`config.mk`:
```
export PLATFORM = sky130hd
export DESIGN_NAME = voice_phase_scheduler
export DESIGN_NICKNAME = d
export VERILOG_FILES = /design/src/rtl/voice_sched_pkg.sv /design/src/rtl/voice_tuning_regfile.sv /design/src/rtl/voice_phase_scheduler.sv
export SDC_FILE = /design/constraint.sdc
export NUM_CORES = 1
export LEC_CHECK = 0
export CORE_UTILIZATION = 64
export DETAILED_ROUTE_END_ITERATION = 8
export DONT_BUFFER_PORTS = 1
export PLACE_DENSITY = 0.78
export SYNTH_ARGS = -nofsm -noshare
export SYNTH_HDL_FRONTEND = slang
export SYNTH_SLANG_ARGS = --single-unit
```
`constraint.sdc`:
```
create_clock -name clk -period 2.7 [get_ports clk]
set_input_delay 0.27 -clock clk [delete_from_list [all_inputs] [get_ports clk]]
set_output_delay 0.27 -clock clk [all_outputs]
set_load 0.02 [all_outputs]
```
`src/rtl/voice_sched_pkg.sv`:
```
// Shared defaults and FSM encoding for the voice phase scheduler.
// Optional per-voice phase sync is enabled by defining VOICE_SYNC_EN.
package voice_sched_pkg;

  localparam int unsigned PHASE_W_DEF    = 17;
  localparam int unsigned NUM_VOICES_DEF = 8;

  typedef enum logic {
    IDLE = 1'b0,
    RUN  = 1'b1
  } sched_state_e;

endpackage

```
`src/rtl/voice_tuning_regfile.sv`:
```
// Per-voice tuning word and phase storage: synchronous writes, asynchronous read by slot index.
module voice_tuning_regfile
  import voice_sched_pkg::*;
#(
  parameter int unsigned NUM_VOICES = NUM_VOICES_DEF,
  parameter int unsigned PHASE_W    = PHASE_W_DEF,
  parameter int unsigned VIDX_W     = $clog2(NUM_VOICES)
) (
  input  logic               clk,
  input  logic               rst_n,
  input  logic               tune_we,
  input  logic [VIDX_W-1:0]  tune_idx,
  input  logic [PHASE_W-1:0] tune_word,
  input  logic               phase_we,
  input  logic [VIDX_W-1:0]  phase_idx,
  input  logic [PHASE_W-1:0] phase_word,
  input  logic [VIDX_W-1:0]  rd_idx,
  output logic [PHASE_W-1:0] tune_rd_c,
  output logic [PHASE_W-1:0] phase_rd_c
);

  logic [PHASE_W-1:0] tuning [NUM_VOICES];
  logic [PHASE_W-1:0] phase  [NUM_VOICES];

  always_ff @(posedge clk or negedge rst_n) begin
    if (!rst_n) begin
      for (int i = 0; i < NUM_VOICES; i++) begin
        tuning[i] <= '0;
        phase[i]  <= '0;
      end
    end else begin
      if (tune_we) tuning[tune_idx] <= tune_word;
      if (phase_we) phase[phase_idx] <= phase_word;
    end
  end

  assign tune_rd_c  = tuning[rd_idx];
  assign phase_rd_c = phase[rd_idx];

endmodule

```
`src/rtl/voice_phase_scheduler.sv`:
```
// Shares one external adder between NUM_VOICES phase accumulators, one voice per cycle per tick.
// Define VOICE_SYNC_EN to add the voice_sync input (pending per-voice phase reset).
module voice_phase_scheduler
  import voice_sched_pkg::*;
#(
  parameter int unsigned NUM_VOICES = NUM_VOICES_DEF,
  parameter int unsigned PHASE_W    = PHASE_W_DEF,
  parameter int unsigned VIDX_W     = $clog2(NUM_VOICES)
) (
  input  logic                  clk,
  input  logic                  rst_n,
  input  logic                  sample_tick,
  input  logic                  cfg_we,
  input  logic [VIDX_W-1:0]     cfg_voice,
  input  logic [PHASE_W-1:0]    cfg_word,
  input  logic [NUM_VOICES-1:0] voice_en,
`ifdef VOICE_SYNC_EN
  input  logic [NUM_VOICES-1:0] voice_sync,
`endif
  input  logic                  overrun_clr,
  output logic [PHASE_W-1:0]    add_a,
  output logic [PHASE_W-1:0]    add_b,
  output logic                  add_cin,
  input  logic [PHASE_W-1:0]    add_sum,
  input  logic                  add_cout,
  output logic [PHASE_W-1:0]    phase_out,
  output logic [VIDX_W-1:0]     phase_voice,
  output logic                  phase_valid,
  output logic                  wrap_out,
  output logic                  round_done,
  output logic                  busy,
  output logic                  tick_overrun
);

  localparam int unsigned LAST_IDX = NUM_VOICES - 1;

  sched_state_e       state;
  logic [VIDX_W-1:0]  idx;

  logic               start_c;
  logic               last_c;
  logic               advance_c;
  logic               cfg_ok_c;
  logic               slot_en_c;
  logic               sync_hit_c;
  logic               phase_we_c;
  logic [VIDX_W-1:0]  rd_idx_c;
  logic [PHASE_W-1:0] tune_rd_c;
  logic [PHASE_W-1:0] phase_rd_c;
  logic [PHASE_W-1:0] tune_fwd_c;
  logic [PHASE_W-1:0] new_phase_c;

  assign add_cin = 1'b0;

  // Operands for the next slot are registered one cycle ahead; a tuning write
  // landing on that same edge is forwarded so it still applies this round.
  always_comb begin
    start_c     = (state == IDLE) && sample_tick;
    last_c      = (state == RUN) && (32'(idx) == LAST_IDX);
    advance_c   = (state == RUN) && !last_c;
    cfg_ok_c    = cfg_we && (32'(cfg_voice) < NUM_VOICES);
    rd_idx_c    = '0;
    if (advance_c) rd_idx_c = idx + VIDX_W'(1);
    tune_fwd_c  = (cfg_ok_c && (cfg_voice == rd_idx_c)) ? cfg_word : tune_rd_c;
    slot_en_c   = (state == RUN) && voice_en[idx];
    new_phase_c = sync_hit_c ? '0 : add_sum;
    phase_we_c  = slot_en_c || sync_hit_c;
  end

`ifdef VOICE_SYNC_EN
  logic [NUM_VOICES-1:0] sync_pend;
  logic [NUM_VOICES-1:0] sync_clr_c;

  // Only a sync pending before the slot is consumed; one arriving in the slot waits a round.
  always_comb begin
    sync_clr_c = '0;
    if (state == RUN) sync_clr_c[idx] = sync_pend[idx];
    sync_hit_c = |sync_clr_c;
  end

  always_ff @(posedge clk or negedge rst_n) begin
    if (!rst_n) begin
      sync_pend <= '0;
    end else begin
      sync_pend <= (sync_pend & ~sync_clr_c) | voice_sync;
    end
  end
`else
  always_comb begin
    sync_hit_c = 1'b0;
  end
`endif

  voice_tuning_regfile #(
    .NUM_VOICES (NUM_VOICES),
    .PHASE_W    (PHASE_W),
    .VIDX_W     (VIDX_W)
  ) u_regfile (
    .clk        (clk),
    .rst_n      (rst_n),
    .tune_we    (cfg_ok_c),
    .tune_idx   (cfg_voice),
    .tune_word  (cfg_word),
    .phase_we   (phase_we_c),
    .phase_idx  (idx),
    .phase_word (new_phase_c),
    .rd_idx     (rd_idx_c),
    .tune_rd_c  (tune_rd_c),
    .phase_rd_c (phase_rd_c)
  );

  // Round sequencer with registered adder operands and report outputs.
  always_ff @(posedge clk or negedge rst_n) begin
    if (!rst_n) begin
      state        <= IDLE;
      idx          <= '0;
      add_a        <= '0;
      add_b        <= '0;
      phase_out    <= '0;
      phase_voice  <= '0;
      phase_valid  <= 1'b0;
      wrap_out     <= 1'b0;
      round_done   <= 1'b0;
      busy         <= 1'b0;
      tick_overrun <= 1'b0;
    end else begin
      if ((state == RUN) && sample_tick) begin
        tick_overrun <= 1'b1;
      end else if (overrun_clr) begin
        tick_overrun <= 1'b0;
      end

      if (start_c || advance_c) begin
        add_a <= phase_rd_c;
        add_b <= tune_fwd_c;
      end else begin
        add_a <= '0;
        add_b <= '0;
      end

      busy        <= start_c || advance_c;
      phase_valid <= slot_en_c;
      round_done  <= last_c;
      wrap_out    <= sync_hit_c || (slot_en_c && add_cout);

      if (state == RUN) begin
        phase_voice <= idx;
        phase_out   <= phase_we_c ? new_phase_c : add_a;
      end

      if (state == IDLE) begin
        if (sample_tick) begin
          state <= RUN;
          idx   <= '0;
        end
      end else begin
        if (last_c) begin
          state <= IDLE;
          idx   <= '0;
        end else begin
          idx <= idx + VIDX_W'(1);
        end
      end
    end
  end

endmodule

```
==> key figures <==
Place
  – Placed Instances: 1272
  – Final HPWL DP: 19.36 mm
  – Final RePlAce weighted congestion: 0.7906
  – Post-place instance area: 15270 um^2
  – Number of I/O port buffers: 0
  – Pre-CTS setup slack: 85.86 ps

Global route
  – Vias in the first global route: 9338
  – Largest net degree at the start of global routing: 335
  – Total grt overflow: 0
  – Number of antenna violations at the first check in global routing: 0
  – Global-route wire length before repair: 53.07 mm
  – GRT Util Overall: 29.30%

Setup path
  – Crit-path max FO: 10
  – Number of cells on the worst reg-to-reg path: 8
  – R2R setup slack: 140 ps
  – Endpoint required time on the critical path: 3090 ps
  – Max stage delay cell, worst path: mux4_2
  – Data arrival time at the worst-slack endpoint: 2940 ps
  – Buf/Inv on CP: 2
  – Reg2reg end: add_b[9]
  – Critical path cell sequence: ha_1 -> ha_1 -> nor3b_2 -> buf_4 -> buf_12 -> mux4_2 -> a21oi_1 -> a21oi_1
  – Type of the worst setup path: flop to flop
  – Maximum cell stage delay along the critical path: 520 ps
  – Critical path capture point type: flop
  – CP delay by family, top: multiplexers
  – Reg-to-reg critical path startpoint: idx[1]
  – Nature of the critical path startpoint: flop

Route
  – Detailed Route Iter0 Violations: 581
  – Average routed wire per standard cell: 24.22 um
  – Wire length after detailed routing: 33.21 mm
  – Number of vias after detailed routing: 8809
  – Average via count per standard cell: 6.425
  – Number of optimization iterations in the first detailed-route pass: 4
  – Remaining antenna violation count after routing: 0
  – Number of design rule violations left after detail routing: 0

Layout
  – Area used by multi-input combinational logic: 6105 um^2
  – Antenna fix cells: 0
  – Layout cells sized above 1: 40.52%
  – Final #Nets: 1115
  – Sequential Area: 8358 um^2
  – Syn-to-layout area delta: 14.08%
  – Final core area utilization: 74.39%
  – Design Area, Final: 16840 um^2
  – Post-route insts no fill: 1371
  – Fillers: 1373

Timing
  – Hold Fails Final Rpt: 334
  – Final period demand of the worst path: 2556 ps
  – Max-slew headroom at the worst pin: 51.67%
  – Tightest Pin Transition: 719.6 ps
  – Skew final: 15.26 ps
  – Hold slack: -536.0 ps
  – Final setup viols: 0
  – RSZ-0062 raised after global routing: no
  – Max-slew violations: 0
  – Fin crit share: 94.66%
  – Maximum frequency from static timing analysis: 391.3 MHz
  – Total Negative Setup Slacks: 0 ps
  – Final critical-path setup slack: 144.2 ps

Synth
  – Unique masters post-synth: 47
  – Register area share after synthesis: 56.61%
  – Net count after synthesis: 1066
  – Gate count of the mapped netlist: 1013
  – Commonest register cell after synthesis: dfrtp_1
  – Mean area per synthesized cell: 14.57 um^2
  – Cell Area, Synth: 14760 um^2
  – Count of flip-flops with a built-in enable after synthesis: 0
  – Count of warnings emitted by yosys: 0
  – Asr flop ratio synth: 100.0%
  – Post-synthesis sequential element count: 334

Clock network
  – TritonCTS clock tree: done
  – Sinks on Clock Net: 334
  – Post-CTS setup repair buffer count: 0
  – Number of buffers created by CTS: 35
  – Clock transition at the registers of the reported paths: 60 ps
  – Root Buffer: clkbuf_16
  – Maximum buffer depth of the clock tree: 3
  – Total of hold buffers inserted after clock tree synthesis: 38
  – H-tree levels: 2
  – Insertion delay of the later-clocked pin in the worst-skew pair: 500 ps

Min path
  – Class of the worst hold path: primary input to async pin

Floorplan
  – Y dimension of the die: 153.9 um
  – Number of core rows: 55
  – Die Footprint: 23680 um^2
  – Num ports: 111
  – Area inside the core boundary: 22640 um^2
  – Die Width: 153.9 um
  – Initial standard-cell utilization of the core: 65.21%

Pwr
  – Total power of the final layout: 22.80 mW
  – Power density of the placed cells: 1354 nW/um^2
  – Worst vdd ir: 832.2 uV
  – Lkg Pwr: 7.212 nW

Run status
  – Status: finished, violations left
  – Failing checks: negative hold slack

Job
  – Maxcap violations: 0
[timing repair]
item,4_1_cts,5_1_grt
setup endpoints to repair,0,20
resized for setup,0,2
endpoints found under the hold margin,641,334
[logic make-up after synthesis]
kind of cell	Yosys count	share of synthesized area (%)
buffers and inverters	73	2.305
DFF	334	56.61
and+or+nand+nor	128	5.152
AOI/OAI and AO/OA	132	5.703
xor gates and xnor gates	2	0.1187
other	1	0.02540
muxes	341	29.92
adders and majority gates	2	0.1695
[synthesized netlist by cell type (2+ instances only)]
master / count / area, um^2
dfrtp_1: 334 / 8358
mux2_2: 262 / 2950
a21oi_1: 53 / 265.3
mux4_2: 50 / 1126
nand2_1: 48 / 180.2
clkbuf_1: 36 / 135.1
nor2b_1: 34 / 212.7
a211oi_1: 32 / 240.2
o21ai_0: 24 / 120.1
mux2i_1: 19 / 190.2
buf_2: 17 / 85.08
a221o_1: 16 / 160.2
mux2_4: 10 / 150.1
buf_1: 6 / 22.52
inv_1: 6 / 22.52
nor2_1: 6 / 22.52
buf_4: 5 / 37.54
nand2b_1: 5 / 31.28
and2_1: 4 / 25.02
nand3_1: 4 / 20.02
nand4b_1: 4 / 35.03
nor3_1: 3 / 15.01
nor3_4: 3 / 48.80
or2_2: 3 / 18.77
buf_6: 2 / 22.52
ha_1: 2 / 25.02
nor3b_1: 2 / 15.01
nor3b_2: 2 / 25.02
nor4_4: 2 / 42.54
xnor2_1: 2 / 17.52
[where the power goes]
| part | leakage (nW) | internal, mW | switching (mW) |
|---|---|---|---|
| Clock | 0.590 | 3.00 | 1.87 |
| Combinational | 2.55 | 4.84 | 4.58 |
| Sequential | 4.07 | 6.94 | 1.57 |
| Total | 7.21 | 14.8 | 8.01 |
[layer usage]
layer | up-vias | share of wire, % | track usage (%)
met5 | - | 0 | 0
met4 | 0 | 1.7 | 7.619
met3 | 43 | 6.1 | 6.370
met2 | 264 | 48 | 45.28
met1 | 4660 | 45 | 42.76
li1 | 3842 | - | -
[flip-flops by register name, indices dropped and copies added (netlist names), 3 cells and up]
register and count:
u_regfile.phase 136, u_regfile.tuning 136, phase_voice 3, phase_out 17, add_b 17, add_a 17, idx 3
[worst max path at each step]
stage	start	endpoint	slack (ps)	cells after the start
global route	idx[1]	add_b[13]	5	8
floorplan	idx[1]	add_b[15]	310	9
global placement	idx[1]	phase_out[1]	180	6
detailed placement	idx[1]	phase_out[1]	90	6
finish	idx[1]	add_b[9]	140	8
CTS	idx[1]	phase_out[12]	50	6
[final cells by class]
cell class              instances  share of cell area [%]
multi-input cells             606                   36.25
repair buffers                 79                   4.851
flip-flops and latches        334                   49.62
clock buffers                  51                   6.285
inverters                       6                  0.1337
clock inverters                10                  0.7429
well taps                     285                   2.117
[cells in the final DEF, fill, tap and decap left out, drive strengths merged, types with 3 or more instances in the layout]
cell type / instances
a211oi: 32
a21oi: 53
a221o: 16
and2: 4
buf: 41
bufinv: 3
clkbuf: 51
clkinv: 7
dfrtp: 334
dlygate4sd3: 38
inv: 6
mux2: 272
mux2i: 19
mux4: 50
nand2: 48
nand2b: 5
nand3: 4
nand4b: 4
nor2: 7
nor2b: 34
nor3: 6
nor3b: 4
o21ai: 24
or2: 3
(Power assumes the default switching activity.)
